--- config.mk ---
export PLATFORM = sky130hd
export DESIGN_NAME = icache_refill_writer
export DESIGN_NICKNAME = d
export VERILOG_FILES = /design/src/rtl/icache_pkg.sv /design/src/rtl/refill_line_buf.sv /design/src/rtl/icache_refill_writer.sv
export SDC_FILE = /design/constraint.sdc
export NUM_CORES = 1
export LEC_CHECK = 0
export ABC_CLOCK_PERIOD_IN_PS = 6000
export CELL_PAD_IN_SITES_DETAIL_PLACEMENT = 0
export CELL_PAD_IN_SITES_GLOBAL_PLACEMENT = 1
export CORE_MARGIN = 2
export CORE_UTILIZATION = 35
export DETAILED_ROUTE_END_ITERATION = 16
export GPL_ROUTABILITY_DRIVEN = 0
export PLACE_DENSITY_LB_ADDON = 0.08
export SLEW_MARGIN = 40
export SYNTH_ARGS = -nofsm -noshare
export SYNTH_HDL_FRONTEND = slang
export SYNTH_HIERARCHICAL = 1
export SYNTH_SLANG_ARGS = --single-unit
--- constraint.sdc ---
create_clock -name clk -period 6 [get_ports clk]
set_clock_uncertainty 0.2 [all_clocks]
set_input_delay 1.2 -clock clk [delete_from_list [all_inputs] [get_ports clk]]
set_output_delay 1.2 -clock clk [all_outputs]
set_load 0.05 [all_outputs]
--- src/rtl/icache_pkg.sv ---
// rtl/icache_pkg.sv - shared state encoding, burst geometry and way decode for the icache refill path
package icache_pkg;

    typedef enum logic [1:0] {
        ST_IDLE  = 2'd0,
        ST_FILL  = 2'd1,
        ST_WRITE = 2'd2
    } refill_state_t;

    localparam int WAYS = 2;

    function automatic int beats_of(input int line_bits, input int beat_bits);
        return line_bits / beat_bits;
    endfunction

    function automatic int cnt_width_of(input int beats);
        return $clog2(beats);
    endfunction

    function automatic logic [WAYS-1:0] way_onehot(input logic sel);
        logic [WAYS-1:0] oh;
        oh      = '0;
        oh[sel] = 1'b1;
        return oh;
    endfunction

endpackage

--- src/rtl/refill_line_buf.sv ---
// rtl/refill_line_buf.sv - beat-slot assembler that builds one cache line from narrow memory beats
module refill_line_buf
    import icache_pkg::*;
#(
    parameter int data_width = 128,
    parameter int beat_width = 32,
    parameter int cnt_w      = 2
) (
    input  logic                  clk,
    input  logic                  rst,
    input  logic                  clr,
    input  logic                  wr_en,
    input  logic [cnt_w-1:0]      wr_slot,
    input  logic [beat_width-1:0] wr_data,
    output logic [data_width-1:0] line
);

    logic [data_width-1:0] line_q;

    // line includes the beat being written this cycle so the final beat can be captured in the same edge
    always_comb begin
        line = line_q;
        if (wr_en) begin
            line[int'(wr_slot) * beat_width +: beat_width] = wr_data;
        end
    end

    always_ff @(posedge clk) begin
        if (rst) begin
            line_q <= '0;
        end else if (clr) begin
            line_q <= '0;
        end else begin
            line_q <= line;
        end
    end

endmodule

--- src/rtl/icache_refill_writer.sv ---
// rtl/icache_refill_writer.sv - collects a refill burst and writes the assembled line into the chosen way
module icache_refill_writer
    import icache_pkg::*;
#(
    parameter int addr_width = 4,
    parameter int data_width = 128,
    parameter int beat_width = 32,
    parameter int way        = 2
) (
    input  logic                  clk,
    input  logic                  rstn,
    input  logic                  req_valid,
    output logic                  req_ready,
    input  logic [addr_width-1:0] req_index,
    input  logic                  req_way,
    input  logic                  mem_rvalid,
    output logic                  mem_rready,
    input  logic [beat_width-1:0] mem_rdata,
    input  logic                  mem_rlast,
    output logic [data_width-1:0] Data_din_write,
    output logic [addr_width-1:0] Data_addr_write,
    output logic [way-1:0]        Data_we,
    output logic                  done_valid,
    output logic                  err
);

    localparam int BEATS = beats_of(data_width, beat_width);
    localparam int CNT_W = cnt_width_of(BEATS);
    localparam logic [CNT_W-1:0] CNT_LAST = CNT_W'(BEATS - 1);

    refill_state_t         state;
    refill_state_t         state_n;
    logic [CNT_W-1:0]      cnt;
    logic [addr_width-1:0] idx_q;
    logic                  way_q;
    logic                  req_hs;
    logic                  beat_acc;
    logic                  beat_final;
    logic [data_width-1:0] line_full;
    logic [WAYS-1:0]       we_dec;

    assign req_hs     = (state == ST_IDLE) && req_valid;
    assign beat_acc   = (state == ST_FILL) && mem_rvalid;
    assign beat_final = beat_acc && (cnt == CNT_LAST);

    assign req_ready  = (state == ST_IDLE);
    assign mem_rready = (state == ST_FILL);
    assign done_valid = (state == ST_WRITE);
    assign we_dec     = way_onehot(way_q);
    assign Data_we    = (state == ST_WRITE) ? we_dec[way-1:0] : '0;

    refill_line_buf #(
        .data_width (data_width),
        .beat_width (beat_width),
        .cnt_w      (CNT_W)
    ) u_line_buf (
        .clk     (clk),
        .rst     (rstn),
        .clr     (req_hs),
        .wr_en   (beat_acc),
        .wr_slot (cnt),
        .wr_data (mem_rdata),
        .line    (line_full)
    );

    always_ff @(posedge clk) begin
        if (rstn) begin
            state <= ST_IDLE;
        end else begin
            state <= state_n;
        end
    end

    always_comb begin
        state_n = state;
        case (state)
            ST_IDLE: begin
                if (req_valid) begin
                    state_n = ST_FILL;
                end
            end
            ST_FILL: begin
                if (beat_final) begin
                    state_n = ST_WRITE;
                end else if (beat_acc && mem_rlast) begin
                    state_n = ST_IDLE;
                end
            end
            ST_WRITE: state_n = ST_IDLE;
            default:  state_n = ST_IDLE;
        endcase
    end

    // Write-port data and index are captured with the final beat so they stay stable outside WRITE
    always_ff @(posedge clk) begin
        if (rstn) begin
            cnt             <= '0;
            idx_q           <= '0;
            way_q           <= 1'b0;
            err             <= 1'b0;
            Data_din_write  <= '0;
            Data_addr_write <= '0;
        end else begin
            err <= 1'b0;
            if (req_hs) begin
                idx_q <= req_index;
                way_q <= req_way;
                cnt   <= '0;
            end
            if (beat_acc) begin
                cnt <= cnt + 1'b1;
                if (beat_final) begin
                    Data_din_write  <= line_full;
                    Data_addr_write <= idx_q;
                    err             <= !mem_rlast;
                end else if (mem_rlast) begin
                    err <= 1'b1;
                end
            end
        end
    end

endmodule

==> metrics.cfg, run 1 <==
[clocking]
clock_latency_ns = 0.56
cts.clk_slew.worst_paths_ns = 0.06
numCtsBuffers = 30
clock_sinks = 270
cts.repair.resized = 0
post_cts.repair.setup_buffers = 0
cts_htree_levels = 1
cts_hold_buf = 0
cts_tree = yes
cts-root-buf = clkbuf_16
clock_path_buffers = 3

[timing]
period_minus_slack_ns = 3.76
period_share_pct = 62.7
relSlewSlack_pct = 47.9
tightest_slew_ns = 0.781
slew_viol_final = 0
setup_viol = 0
hold_violations = 0
rsz0062_at_grt = no
setup_tns_ns = 0
fmax_mhz = 266

[routing]
drtPass1Iterations = 4
wl_per_cell_um = 19.4
via_per_inst = 5.07
vias = 8947
detail-route-antenna-nets = 0
drcViolationCount = 0
drt_iter0_drc = 617
drt_wl_total_um = 34300

[logic_synthesis]
yosysWarnings = 6
synthArstFlopShare_pct = 0
syn-mean-instance-area_um2 = 8.53
synth_nets = 1281
synth_edf_count = 0
ys_seq_area_share_pct = 51.4
syn_inst = 1233
syn_area_mm2 = 0.0105
synth-seq-cells = 270
ys.flop_type = dfxtp_1
synth_cell_types = 35

[floorplan]
core_area_mm2 = 0.0296
rows = 63
die_h_um = 177
io_pins = 180
die_w_um = 177
die_area_mm2 = 0.0314
start_util_pct = 35.5

[power]
worst_ir_drop_vdd_uv = 236
p_leak_nw = 5.34
power.total_mw = 3.99
p_per_area_mw_per_mm2 = 294

[grt]
grt_pass1_vias = 8489
overflow = 0
grt_max_degree = 133
grtUsageTotal_pct = 21.4
grt_antenna_before_repair = 6
grt_pass1_wl_um = 51500

[cells_and_area]
seqCellArea_mm2 = 0.00541
syn2layout_area_growth_pct = 28.9
fin_cells = 1766
final_common_cell = dfxtp_1
multi_input_area_mm2 = 0.00434
n_fill_cell = 2991
finish.utilization_pct = 45.7
num-nets-final = 1399
final_cell_mix = 270 x dfxtp_1, 266 x nand2_1, 178 x clkdlybuf4s50_1, 135 x a21oi_1, 80 x nor2_1
drive_gt1_share_pct = 5.97

[placement]
io_buffers = 179
dp_cells = 1708
hpwl_um = 20300

[critical_path]
end_kind = flop
crit_arrival_ns = 4.04
critical_path_class = in2reg
cp_data_required_time_ns = 6.27
startpoint_type = input port
crit_fanout = 44

[run]
cap_violations = 0

[outcome]
status = finished clean

[min_path]
min_path_type = reg2reg

## final cells by class
type                    instances  share of cell area (%)
diodes                          2                  0.0369
multi-input cells             777                    32.0
flip-flops and latches        270                    39.9
repair buffers                194                    14.3
clock buffers                  41                    6.45
clock inverters                14                    1.48
well taps                     390                    3.60
inverters                      78                    2.16
## sequential cells by signal (all words and copies together), names as in the netlist
signal / cells
Data_addr_write: 4
Data_din_write: 128
idx_q: 4
cnt: 2
state: 2
way_q: 1
err: 1
u_line_buf/line_q: 128
## path summary, 6_finish.rpt
path / from / end / slack, ns / cells past startpoint
worst max-delay path: mem_rvalid / Data_din_write[36]$_SDFFE_PP0P_ / 2.24 / 9
worst min-delay path: Data_din_write[37]$_SDFFE_PP0P_ / Data_din_write[37]$_SDFFE_PP0P_ / 0.25 / 2
worst max register to register: state[0]$_SDFFE_PP0P_ / Data_din_write[36]$_SDFFE_PP0P_ / 2.72 / 9
worst min register to register: Data_din_write[37]$_SDFFE_PP0P_ / Data_din_write[37]$_SDFFE_PP0P_ / 0.25 / 2
## per-stage QoR
stage	hold slack [ns]	instance area, µm²	setup slack (ns)
2_1_floorplan	0.231	10500	2.65
3_3_place_gp	0.240	12400	1.69
3_5_place_dp	0.246	12400	1.70
4_1_cts	0.255	13500	2.28
5_1_grt	0.265	13500	2.04
6_report	0.252	13500	2.24
## synth_stat cells, drive strengths merged (32+ instances only)
| library cell | instances | share of area [%] |
|---|---|---|
| dfxtp | 270 | 51 |
| and3 | 32 | 1.9 |
| nor2b | 46 | 2.7 |
| a22o | 54 | 4.5 |
| nand2 | 271 | 9.7 |
| nor2 | 81 | 2.9 |
| inv | 78 | 2.8 |
| a21oi | 135 | 6.4 |
| buf | 49 | 2.8 |
| a32oi | 73 | 6.1 |
| clkbuf | 59 | 2.1 |
| and2 | 34 | 2.0 |
## critical path, cell delays in order
cell	delay, ns
clkdlybuf4s50_1	0.53
nand2_2	0.12
inv_2	0.50
and4b_1	0.64
and2_1	0.21
buf_4	0.39
a22o_1	0.21
nand2_1	0.07
a21oi_1	0.13
## per-layer routing
layer	share of wire, %	GRT usage [%]
met3	5.9	3.62
met5	0	0
met1	47	30.2
met4	1.4	4.20
met2	46	34.3
## kinds of logic (layout without fill, tap and decap cells)
logic type,count (synthesis),count (layout),share of synthesized area (%)
buffers and inverters,186,327,7.65
AO/OA/AOI/OAI,287,287,19.3
XOR/XNOR,1,1,0.0833
other,0,2,0
multiplexers,5,5,0.476
flip-flops,270,270,51.4
AND/OR/NAND/NOR,478,478,20.4
adder cells (fa/ha/maj),6,6,0.714
## power by group
group / leakage (nW) / switching (mW) / internal, mW
logic: 2.64 / 0.143 / 0.0631
registers: 2.18 / 0.00348 / 1.80
clock network: 0.528 / 0.749 / 1.23
total: 5.34 / 0.895 / 3.09
Note: power is estimated with default switching activity, not from simulation.
==> run 2, diff against run 1 <==
--- a/config.mk
+++ b/config.mk
@@ -5,7 +5,7 @@
 export SDC_FILE = /design/constraint.sdc
 export NUM_CORES = 1
 export LEC_CHECK = 0
-export ABC_CLOCK_PERIOD_IN_PS = 6000
+export ABC_CLOCK_PERIOD_IN_PS = 3600
 export CELL_PAD_IN_SITES_DETAIL_PLACEMENT = 0
 export CELL_PAD_IN_SITES_GLOBAL_PLACEMENT = 1
 export CORE_MARGIN = 2
==> constraint.sdc (replaced) <==
create_clock -name clk -period 3.6 [get_ports clk]
set_clock_uncertainty 0.2 [all_clocks]
set_input_delay 0.72 -clock clk [delete_from_list [all_inputs] [get_ports clk]]
set_output_delay 0.72 -clock clk [all_outputs]
set_load 0.05 [all_outputs]
==> run 2 against run 1 <==
- worst hold slack about the same
- cell area decreased by 0.25%
- register-to-register slack got worse by 1.7 ns
- routed wire length increased by 0.32%
- sequential share of layout area increased by 0.10 points
- cell count increased by 0.28%
- clock power increased by 53%
- first-iteration DRC count increased by 7.3%
- global-route usage about the same
- critical path type is now reg2out
- largest cell class unchanged
- utilization decreased by 0.11 points
- non-clock buffer count increased by 10
==> metrics.cfg, run 2 (synthesized netlist as in run 1, its figures left out) <==
[outcome]
status = finished clean

[cells_and_area]
drive_gt1_share_pct = 5.80
num-nets-final = 1409
biggestRegsByFlops = Data_din_write (128), u_line_buf/line_q (128)
fin_area_mm2 = 0.0135
final_cell_mix = 270 x dfxtp_1, 270 x nand2_1, 178 x clkdlybuf4s50_1, 135 x a21oi_1, 80 x nor2_1
n_fill_cell = 3002
syn2layout_area_growth_pct = 28.5
finish.utilization_pct = 45.6
multi_input_area_mm2 = 0.00433
seqCellArea_mm2 = 0.00541

[run]
cap_violations = 0

[routing]
drcViolationCount = 0
detail-route-antenna-nets = 0
drt_wl_total_um = 34400
via_per_inst = 5.10
drtPass1Iterations = 5
vias = 9028
wl_per_cell_um = 19.4
drt_iter0_drc = 662

[grt]
grtUsageTotal_pct = 21.4
use_met2_pct = 34.1
globalRoute.busiestLayer = met2
grt_antenna_before_repair = 7
grt_pass1_wl_um = 51700
overflow = 0
grtUsageMet3_pct = 3.38
grt_pass1_vias = 8588
grt_max_degree = 133
grtUsageMet1_pct = 30.2

[clocking]
clock_sinks = 270
cts.clk_slew.worst_paths_ns = 0.06
cts_hold_buf = 0
cts_htree_levels = 1
cts_tree = yes
cts.repair.resized = 0
cts-root-buf = clkbuf_16
numCtsBuffers = 30
clock_path_buffers = 3
post_cts.repair.setup_buffers = 0
clock_latency_ns = 0.55

[critical_path]
r2r_slack_ns = 1.04
critical_path_class = reg2out
crit_end = Data_we[0]
reg2reg_from = cnt[0]$_SDFFE_PP0P_
rr_worst_depth = 6
crit_path_start = state[1]$_SDFFE_PP0P_
crit_arrival_ns = 2.16
end_kind = output port
startpoint_type = flop
cp_data_required_time_ns = 2.68
worstReg2RegEnd = Data_din_write[33]$_SDFFE_PP0P_
crit_fanout = 6

[power]
p_leak_nw = 5.35
power.total_mw = 6.38
p_per_area_mw_per_mm2 = 472
worst_ir_drop_vdd_uv = 386

[floorplan]
start_util_pct = 35.5
die_h_um = 177
die_area_mm2 = 0.0314
rows = 63
die_w_um = 177
core_area_mm2 = 0.0296
io_pins = 180

[placement]
place_area_mm2 = 0.0125
dp_slack_ns = 0.507
hpwl_um = 20700
io_buffers = 179

[timing]
setup_tns_ns = 0
rsz0062_at_grt = no
hold_violations = 0
fmax_mhz = 325
postLayoutSetupSlackWorst_ns = 0.521
period_minus_slack_ns = 3.08
relSlewSlack_pct = 48.9
tightest_slew_ns = 0.766
slew_viol_final = 0
setup_viol = 0
period_share_pct = 85.5

[min_path]
min_path_type = reg2reg

## run 2: cell count changes in the layout (fill, tap and decap cells not counted), moves of 2 or more
cell,before,now
clkbuf_8,6,9
nand2_1,266,270
bufinv_16,5,1
nand2_2,5,1
clkinvlp_4,2,0
clkbuf_1,4,6
clkinv_2,7,4
buf_4,12,22
## run 2: critical path, stage by stage, from the launching register on
cell	delay (ns)
dfxtp_1	0.43
nor2b_1	0.22
nor2b_1	0.15
clkdlybuf4s50_1	0.81
## run 2: layer usage
| metal | up-vias | share of wire, % |
|---|---|---|
| li1 | 4413 | - |
| met1 | 4307 | 46 |
| met2 | 268 | 46 |
| met3 | 40 | 6.3 |
| met4 | 0 | 1.9 |
| met5 | - | 0 |
## run 2: area by class of cell
cell class                      instances  area share [%]
Clock buffer                           46            6.82
Clock inverter                          5           0.370
Tap cell                              390            3.61
Timing Repair Buffer                  204            15.0
Sequential cell                       270            40.0
Multi-Input combinational cell        777            32.0
Inverter                               78            2.17
Antenna cell                            1          0.0185
## run 2: how the worst min path moves through the flow
stage,from,endpoint,slack (ns),cells after the start
finish,Data_din_write[37]$_SDFFE_PP0P_,Data_din_write[37]$_SDFFE_PP0P_,0.25,2
global route,Data_din_write[37]$_SDFFE_PP0P_,Data_din_write[37]$_SDFFE_PP0P_,0.27,2
CTS,Data_din_write[14]$_SDFFE_PP0P_,Data_din_write[14]$_SDFFE_PP0P_,0.26,2
detailed placement,Data_din_write[14]$_SDFFE_PP0P_,Data_din_write[14]$_SDFFE_PP0P_,0.25,2
global placement,Data_din_write[88]$_SDFFE_PP0P_,Data_din_write[88]$_SDFFE_PP0P_,0.24,2
floorplan,idx_q[0]$_SDFFE_PP0P_,Data_addr_write[0]$_SDFFE_PP0P_,0.23,2
## run 2: metrics by stage
| stage | hold WS, ns | cells |
|---|---|---|
| floorplan | 0.231 | 1233 |
| global placement | 0.243 | 1719 |
| detailed placement | 0.247 | 1719 |
| CTS | 0.256 | 1770 |
| global route | 0.268 | 1770 |
| finish | 0.253 | 1771 |
## run 2: power breakdown
| part | leakage [nW] | internal, mW | total [mW] | switching (mW) |
|---|---|---|---|---|
| Sequential | 2.18 | 3.00 | 3.01 | 0.00609 |
| Combinational | 2.69 | 0.110 | 0.348 | 0.238 |
| Clock | 0.484 | 1.81 | 3.03 | 1.22 |
==> run 3, diff against run 2 <==
--- a/config.mk
+++ b/config.mk
@@ -8,6 +8,7 @@
 export ABC_CLOCK_PERIOD_IN_PS = 3600
 export CELL_PAD_IN_SITES_DETAIL_PLACEMENT = 0
 export CELL_PAD_IN_SITES_GLOBAL_PLACEMENT = 1
+export CORE_ASPECT_RATIO = 0.75
 export CORE_MARGIN = 2
 export CORE_UTILIZATION = 35
 export DETAILED_ROUTE_END_ITERATION = 16
==> run 3 against run 2 <==
- maximum frequency rose by 1.2%
- global-route usage rose by 0.34 points
- highest routed layer unchanged
- largest cell class unchanged
- cell area rose by 0.16%
- die area barely moved
- first-iteration DRC count fell by 5.7%
- utilization rose by 0.56 points
- clock-buffer cell count fell by 3
- non-clock buffer count rose by 4
- clock power fell by 4%
- power fell by 1.9%
==> metrics.cfg, run 3 (synthesized netlist as in run 1, its figures left out) <==
[cells_and_area]
num-nets-final = 1411
syn2layout_area_growth_pct = 28.7
fin_cells = 1783
final_cell_mix = 270 x dfxtp_1, 270 x nand2_1, 178 x clkdlybuf4s50_1, 135 x a21oi_1, 80 x nor2_1
drive_gt1_share_pct = 5.99
biggestRegsByFlops = Data_din_write (128), u_line_buf/line_q (128)
n_fill_cell = 2974

[critical_path]
timing.critical_path.buf_inv = 1
crit_family = buffers and inverters
end_kind = output port
slowest_stage = clkdlybuf4s50_1
max_stage_delay_ns = 0.81
critical_path_class = reg2out
crit_fanout = 6
cp_data_required_time_ns = 2.68
startpoint_type = flop
path_cells = nor2b_1 -> nor2b_1 -> clkdlybuf4s50_1
cp_common_cell = nor2b_1
crit_arrival_ns = 2.12

[floorplan]
die_w_um = 204
die_area_mm2 = 0.0315
io_pins = 180
core_area_mm2 = 0.0293
die_h_um = 154
start_util_pct = 35.9
rows = 54

[routing]
route.met2.wl_um = 15200
via_per_inst = 5.06
top_layer = met4
vias = 9028
detail-route-antenna-nets = 0
drcViolationCount = 0
wl_met1_um = 16800
drt_wl_total_um = 35000
drt_iter0_drc = 624
route.met3.wl_um = 2230
drtPass1Iterations = 5
wl_per_cell_um = 19.6

[power]
switchingPower_mw = 1.46
p_leak_nw = 5.34
sw_frac_of_total_pct = 23.3
intPower_mw = 4.80
p_per_area_mw_per_mm2 = 463
combPwrFrac_pct = 5.6
pwr-share-clk_pct = 46.4
worst_ir_drop_vdd_uv = 350
seqPwrFrac_pct = 48.0
power.total_mw = 6.26

[clocking]
cts-root-buf = clkbuf_16
cts_htree_levels = 1
cts_hold_buf = 0
clock_latency_ns = 0.54
cts_tree = yes
post_cts.repair.setup_buffers = 0
clock_sinks = 270
clock_path_buffers = 3
numCtsBuffers = 28
cts.repair.resized = 0
cts.clk_slew.worst_paths_ns = 0.06

[timing]
fmax_mhz = 329
timing.hold.ws_ns = 0.252
period_share_pct = 84.5
tightest_slew_ns = 0.742
hold_violations = 0
rsz0062_at_grt = no
postLayoutSetupSlackWorst_ns = 0.559
slew_viol_final = 0
setup_viol = 0
period_minus_slack_ns = 3.04
setup_tns_ns = 0
relSlewSlack_pct = 50.4

[placement]
io_buffers = 179
hpwl_um = 21600
dp_slack_ns = 0.455
dp_cells = 1725

[grt]
grt_antenna_before_repair = 5
overflow = 0
grtUsageTotal_pct = 21.7
grt_max_degree = 94
grt_pass1_wl_um = 52600
grt_pass1_vias = 8497

[run]
cap_violations = 0

[min_path]
min_path_type = reg2reg

[outcome]
status = finished clean

## run 3: cell count changes in the layout (fill, tap and decap cells not counted), sizes merged
cell	change
diode	+5
buf	+4
clkbuf	-3
clkinvlp	+3
clkinv	+1
## run 3: final timing paths
kind,from,end,slack [ns],depth (start not counted)
worst max-delay path,state[1]$_SDFFE_PP0P_,Data_we[0],0.56,3
worst min-delay path,Data_din_write[44]$_SDFFE_PP0P_,Data_din_write[44]$_SDFFE_PP0P_,0.25,2
worst max register to register,cnt[1]$_SDFFE_PP0P_,Data_din_write[80]$_SDFFE_PP0P_,0.97,8
worst min register to register,Data_din_write[44]$_SDFFE_PP0P_,Data_din_write[44]$_SDFFE_PP0P_,0.25,2
## run 3: layout make-up
type | count | area, µm² | share of cell area (%)
repair buffers | 208 | 2080 | 15.4
well taps | 392 | 490 | 3.62
clock inverters | 9 | 77.6 | 0.573
flip-flops and latches | 270 | 5410 | 39.9
inverters | 78 | 293 | 2.16
clock buffers | 43 | 848 | 6.27
diodes | 6 | 15.0 | 0.111
multi-input cells | 777 | 4320 | 31.9
## run 3: power groups by stage
| stage | registers [mW] | logic (mW) | clock network [mW] |
|---|---|---|---|
| 2_1_floorplan | 3.07 | 0.167 | 0 |
| 4_1_cts | 3.01 | 0.354 | 2.98 |
| 3_5_place_dp | 3.07 | 0.352 | 0 |
| 3_3_place_gp | 3.07 | 0.354 | 0 |
| 5_1_grt | 3.00 | 0.374 | 3.10 |
| 6_report | 3.01 | 0.352 | 2.90 |
## run 3: through the flow
| step | cell area [µm²] | util (%) |
|---|---|---|
| floorplan | 10500 | - |
| global placement | 12600 | 43.0 |
| detailed placement | 12600 | 43.0 |
| CTS | 13500 | 46.1 |
| global route | 13500 | 46.1 |
| finish | 13500 | 46.2 |
## run 3: per-layer routing
layer	vias to the layer above	GRT usage [%]
met4	0	5.18
met5	-	0
li1	4424	-
met2	229	32.9
met1	4335	31.5
met3	40	4.54
## run 3: worst register-to-register path, stage by stage (launching register included)
cell and delay (ns):
dfxtp_1 0.40, inv_1 0.11, ha_1 0.38, and3b_1 0.63
buf_4 0.36, a32oi_1 0.18, inv_1 0.09, nand2_1 0.06
a21oi_1 0.12
